## config.mk

```make
export PLATFORM = sky130hd
export DESIGN_NAME = pool_2x2
export DESIGN_NICKNAME = d
export VERILOG_FILES = /design/src/rtl/pool_2x2.sv
export SDC_FILE = /design/constraint.sdc
export NUM_CORES = 1
export LEC_CHECK = 0
export ABC_AREA = 1
export CAP_MARGIN = 30
export CORE_MARGIN = 2
export CORE_UTILIZATION = 66
export CTS_CLUSTER_DIAMETER = 150
export DETAILED_ROUTE_END_ITERATION = 10
export HOLD_SLACK_MARGIN = 0.08
export PLACE_DENSITY = 0.82
export SLEW_MARGIN = 10
export SYNTH_ARGS = -nofsm -noshare
export SYNTH_HDL_FRONTEND = slang
export SYNTH_SLANG_ARGS = --single-unit
```

## constraint.sdc

```tcl
create_clock -name clk -period 7.27 [get_ports clk]
set_input_delay 2.181 -clock clk [delete_from_list [all_inputs] [get_ports clk]]
set_output_delay 2.181 -clock clk [all_outputs]
set_load 0.01 [all_outputs]
```

## src/rtl/pool_2x2.sv

```systemverilog
// 2x2 average pooling over a raster-ordered frame with valid/ready handshakes.
// Even rows store horizontal pair sums in a half-width line buffer; odd rows
// combine the stored pair with the current pair and emit floor(sum / 4).
module pool_2x2 #(
    parameter int unsigned PIXEL_BIT_WIDTH = 16,
    parameter int unsigned IN_ROWS         = 48,
    parameter int unsigned IN_COLS         = 48
) (
    input  logic                       clk,
    input  logic                       reset,
    input  logic [PIXEL_BIT_WIDTH-1:0] pixel_in,
    input  logic                       in_valid,
    output logic                       in_ready,
    output logic [PIXEL_BIT_WIDTH-1:0] pixel_out,
    output logic                       out_valid,
    input  logic                       out_ready
);

    localparam int unsigned W       = PIXEL_BIT_WIDTH;
    localparam int unsigned LbDepth = IN_COLS / 2;
    localparam int unsigned ColW    = (IN_COLS > 1) ? $clog2(IN_COLS) : 1;
    localparam int unsigned RowW    = (IN_ROWS > 1) ? $clog2(IN_ROWS) : 1;
    localparam int unsigned AddrW   = (LbDepth > 1) ? $clog2(LbDepth) : 1;

    logic [ColW-1:0]  col_q;
    logic [RowW-1:0]  row_q;
    logic [W-1:0]     hold_q;
    logic [W:0]       lb_q [LbDepth];
    logic [W-1:0]     out_q;
    logic             out_valid_q;

    logic             accept;
    logic             odd_col;
    logic             odd_row;
    logic             last_col;
    logic             last_row;
    logic             lb_write;
    logic             window_done;
    logic [AddrW-1:0] lb_addr;
    logic [W:0]       lb_rd;
    logic [W:0]       pair_sum;
    logic [W+1:0]     quad_sum;

    // Downstream stall blocks intake only while an unconsumed result is held.
    assign in_ready    = !reset && (!out_valid_q || out_ready);
    assign accept      = in_valid && in_ready;

    assign odd_col     = col_q[0];
    assign odd_row     = row_q[0];
    assign last_col    = (col_q == ColW'(IN_COLS - 1));
    assign last_row    = (row_q == RowW'(IN_ROWS - 1));
    assign lb_addr     = AddrW'(col_q >> 1);
    assign lb_rd       = lb_q[lb_addr];

    assign lb_write    = accept && odd_col && !odd_row;
    assign window_done = accept && odd_col && odd_row;

    // Sign-extended sums are wide enough that neither can overflow.
    assign pair_sum    = {hold_q[W-1], hold_q} + {pixel_in[W-1], pixel_in};
    assign quad_sum    = {lb_rd[W], lb_rd}
                       + {{2{hold_q[W-1]}}, hold_q}
                       + {{2{pixel_in[W-1]}}, pixel_in};

    assign pixel_out   = out_q;
    assign out_valid   = out_valid_q;

    // Raster position of the next accepted pixel; wraps so frames run back to back.
    always_ff @(posedge clk) begin
        if (reset) begin
            col_q <= '0;
            row_q <= '0;
        end else if (accept) begin
            if (last_col) begin
                col_q <= '0;
                row_q <= last_row ? '0 : row_q + RowW'(1);
            end else begin
                col_q <= col_q + ColW'(1);
            end
        end
    end

    // Holds the even-column pixel until its odd-column partner arrives.
    always_ff @(posedge clk) begin
        if (reset) begin
            hold_q <= '0;
        end else if (accept && !odd_col) begin
            hold_q <= pixel_in;
        end
    end

    // Line buffer of even-row pair sums; every entry is rewritten before any odd-row read.
    always_ff @(posedge clk) begin
        if (lb_write) begin
            lb_q[lb_addr] <= pair_sum;
        end
    end

    // Output register: load on window completion, else drop once consumed.
    always_ff @(posedge clk) begin
        if (reset) begin
            out_valid_q <= 1'b0;
            out_q       <= '0;
        end else if (window_done) begin
            out_valid_q <= 1'b1;
            // Dropping the two LSBs of the signed sum is floor division by 4.
            out_q       <= quad_sum[W+1:2];
        end else if (out_ready) begin
            out_valid_q <= 1'b0;
        end
    end

endmodule

```

* Yosys cells after proc, flatten, opt, wreduce, memory -nomap -nowiden
Memories as Yosys holds them, arrays and structs flattened. A register that Yosys moved wholly into a read port is not among the register bits. Index checks and enable logic that the tools add are counted.
Storage, ports and cells: output and inout bits 18, word-level logic and storage cells 34, memories kept 1, input bits 20, RAM bits 408, register bits 45
Memory list:
- lb_q | depth 24, width 17, rd ports 1, clocked after Yosys merged registers in 1, write ports 1, line 28 | logic [W:0] lb_q [LbDepth];
Cells by class: multiplexer cells 8, reduce and logical (&&, ||, !) cells 13, eq/ne operators 2, add/sub/neg operators 5
Operators by type and width (number):
- 17-bit by 16-bit adder with 18-bit output | 1
- 18-bit adder | 1
- 16-bit by 16-bit adder with 17-bit output | 1
- 6-bit by 1-bit adder with 6-bit output (second input constant) | 2
- 6-bit == test (second input constant) | 2
- 6-bit 2-to-1 mux | 2
- 5-bit 2-to-1 mux | 2
- 1-bit logical AND | 6
- 1-bit zero test | 4
- 1-bit 2-to-1 mux | 4
- 2-bit AND reduction | 1
- 2-bit nonzero test | 1
- 1-bit logical OR | 1

* Logic depth before layout (Yosys ltp)
word-level depth 8, mapped depth 25, gate-level depth less buffers 24

* Worst setup path before layout
Ideal clock, no wire load.
path type input-to-reg, from input port pixel_in[0], to memory lb_q[0][14] in the netlist's numbering (data pin), stages 13, arrival time 4552 ps, data required time 6940 ps, setup slack 2388 ps, library setup time 330 ps, buffers on the path 0, path through ha_1 > inv_1 > fa_1 > nor4_1 > nor2_1 > o21ai_1 > nand3_1 > nand2_1 > nand3_1 > nand2_1 > nand3_1 > and2_1 > xor2_1
On the way: cells in the longest elaborated chain, start to end 1
Ends and longest elaborated chain:
- start, declared | line 11 | input logic [PIXEL_BIT_WIDTH-1:0] pixel_in,
- 16-bit by 16-bit adder with 17-bit output | line 59 | assign pair_sum = {hold_q[W-1], hold_q} + {pixel_in[W-1], pixel_in};
- via pair_sum[14] | line 41 | logic [W:0] pair_sum;
- end, declared | line 28
The timed path passes the listed nets, and every way through them passes these cells.

* Final worst setup path
from input port reset, to output port in_ready
On the way: cells in the longest elaborated chain, start to end 2
Ends and longest elaborated chain:
- start, declared | line 10 | input logic reset,
- 1-bit zero test | line 45 | assign in_ready = !reset && (!out_valid_q || out_ready);
- 1-bit logical AND | line 45
- end, declared | line 13 | output logic in_ready,
No other way between the ends.

==> results.txt <==
Status -> finished clean
Asr flop ratio synth -> 0
Drt drc -> 0
Drt total wl -> 48600 microns
Area contributors post-synth -> edfxtp_1 (63%), nor2_1 (5.3%), dfxtp_1 (5.1%)
Yosys top cell by area -> edfxtp_1
Ratio of cells with drive above 1 in the final layout -> 0.0816
CP Buf/Inv Count -> 3
DIE WIDTH -> 176 microns
Initial antenna violation count -> 0
Setup Fix Bufs, Post-CTS -> 0
Slowest stage delay, CP -> 0.58 ns
Final period util -> 0.797
Leak -> 7.55 nW
Grt met1 use -> 0.421
Largest fanout on the critical path -> 29
Final min period -> 5.79 ns
Critical Path End Type -> output port
Row count -> 62
Die area -> 30900 sq um
Clk sinks -> 458
Setup crit start kind -> primary input
DRT Pass-1 Iters -> 6
Port-buffer cells -> 37
Maximum vdd drop -> 0.000195 V
Synth cell count leaders -> edfxtp_1 (408), nor2_1 (273), o21ai_0 (184)
Final Max Tran Viols -> 0
Number of synthesized flops with an enable pin -> 408
Largest net degree at the start of global routing -> 139
Register area share after synthesis -> 0.681
Synth warn -> 0
Synth cell types -> 41
Share of the synthesized area in the top cell type -> 0.629
GRT Total Usage -> 0.318
Setup slack, reg-to-reg -> 2.06 ns
RSZ-0062 raised after global routing -> false
Slew @ Worst Pin -> 0.978 ns
Adder-cell area share of the yosys netlist -> 0.0397
Resize count post-CTS -> 0
Worst slack, placed -> 1.48 ns
Clock Path Buffers -> 3
Clock Skews -> 0.0268 ns
Mux share of post-synthesis cell area -> 0
WP depth -> 4
Vias in the first global route -> 13408
CTS H-tree depth -> 2
Synth Instances -> 1633
Post-Syn Area -> 19500 sq um
Reg2reg path depth -> 20
Fillers -> 1733
Delay-heaviest family, CP -> buffers and inverters
Critical-path cell list -> clkdlybuf4s50_1, buf_4, a21oi_1, clkdlybuf4s50_1
Grt ovf -> 0
Met3 usage -> 0.0565
Critical Path AT -> 3.61 ns
TritonCTS clock tree -> built
PwrDens -> 259 nW/um^2
Vias -> 13706
Io pins -> 38
Hold Path Class -> register to register
DR WL/cell -> 23.3 microns
Hold depth -> 2
Post-route setup TNS -> 0 ns
Die span in y -> 176 microns
Combinational family with the most area after synthesis -> compound AO/OA/AOI/OAI gates
Routed Antenna Nets -> 0
Syn Area/Cell -> 11.9 sq um
Most common cell in the netlist -> edfxtp_1
Nets -> 1747
Synth Area in XOR/XNOR -> 0.0117
Crit path top cell by count -> clkdlybuf4s50_1
Ys flop type -> edfxtp_1
M2 GR Usage -> 0.517
First-pass GRT wire length -> 74900 microns
Peak Freq -> 173 MHz
Diodes inserted -> 0
Post-CTS Hold Buffers -> 0
Drt via density -> 6.56
Initial DRC Count -> 1949
Cts bufs inserted -> 45
Max cap viols -> 0
Core ar. -> 28900 sq um
Rel. slew slack -> 0.348
Req. time, crit path -> 5.09 ns
Gpl congestion -> 0.904
Simple-Gate Fraction of Synth Area -> 0.102
Initial Utilization -> 0.675
Post-synthesis compound-gate area fraction -> 0.132
Final worst slack -> 1.48 ns
Reg clk slew, reported paths -> 0.06 ns
Final hold violation count -> 0
Worst skew pair latency -> 0.56 ns
Flops & latches, synth -> 458
Net Count, Synth -> 1704
Kind of critical path -> primary input to output port
Slowest-stage cell, CP -> clkdlybuf4s50_1
Detailed placement HPWL -> 28100 microns
Root buffer cell -> clkbuf_16
Top Usage Layer GRT -> met2
Area grow syn2layout -> 12.2%
Final setup vio count -> 0
## through the flow
stage	std cells	power, mW	utilization	hold slack, ns	cell area [sq um]
5_1_grt	2088	5.80	0.757	0.489	21800
3_5_place_dp	2007	3.52	0.708	0.468	20400
3_3_place_gp	1996	3.50	0.702	0.450	20200
4_1_cts	2082	5.64	0.754	0.476	21700
2_1_floorplan	1633	3.34	-	0.437	19500
6_report	2088	5.65	0.757	0.473	21800
## per-layer routing
layer,routed length [microns],vias to the layer above
met2,23400,990
met1,17300,6505
met4,2510,0
met3,5380,175
met5,0,-
li1,-,6036
## registers in the layout, summed over array words and instances, names as in the netlist, named ones only
signal / count
out_valid: 1
hold_q: 16
lb_q: 408
row_q: 6
pixel_out: 16
col_q: 6
## power by group
part / internal [mW] / total [mW] / switching, mW
logic: 0.151 / 0.520 / 0.369
registers: 2.95 / 2.96 / 0.0148
clock network: 1.21 / 2.17 / 0.952
## cell type report
type                       count  area [sq um]  area share
clock buffer                  57          1180      0.0541
clock inverter                18           145     0.00665
inverter                      76           290      0.0133
multi-input combinational   1008          5590       0.256
sequential                   458         13300       0.607
tap                          384           480      0.0220
timing repair buffer          87           891      0.0408
## cells in the final DEF (no fill, tap or decap), types with 3 or more instances in the layout
cell             count
clkbuf_1            11
nor3_1               6
xor2_1              19
ha_1                33
a21oi_1             59
o211ai_1            12
nand3_1             68
clkinv_1            10
xnor2_1              7
inv_6                3
fa_1                18
o22ai_1             25
nand2_1            129
clkinvlp_4           3
o21ai_0            184
inv_2                4
buf_8               16
o21ai_1             72
clkdlybuf4s50_1     37
nor2_2              17
a31oi_1              6
clkbuf_16           45
nor2_1             257
dfxtp_1             47
inv_1               69
o221ai_1            72
edfxtp_1           408
buf_4               32
clkinv_2             3
nand2_2              6
## tightest hold or removal path: cells and delay by family (launching register included)
| kind | cells | cell delay [ns] |
|---|---|---|
| DFF | 1 | 0.32 |
| AOI/OAI and AO/OA | 1 | 0.05 |
| buffers and inverters | 1 | 0.05 |
## worst paths after layout
path,start,end
max,reset,in_ready
min,row_q[2],row_q[2]
max reg2reg,register,pixel_out[14]
min reg2reg,row_q[2],row_q[2]
## logic make-up after synthesis
family	count (synthesis)
compound gates	440
xor+xnor	26
fa+ha+maj	51
buf+inv	167
flops	458
simple gates	491
Note: power is estimated with default switching activity, not from simulation.
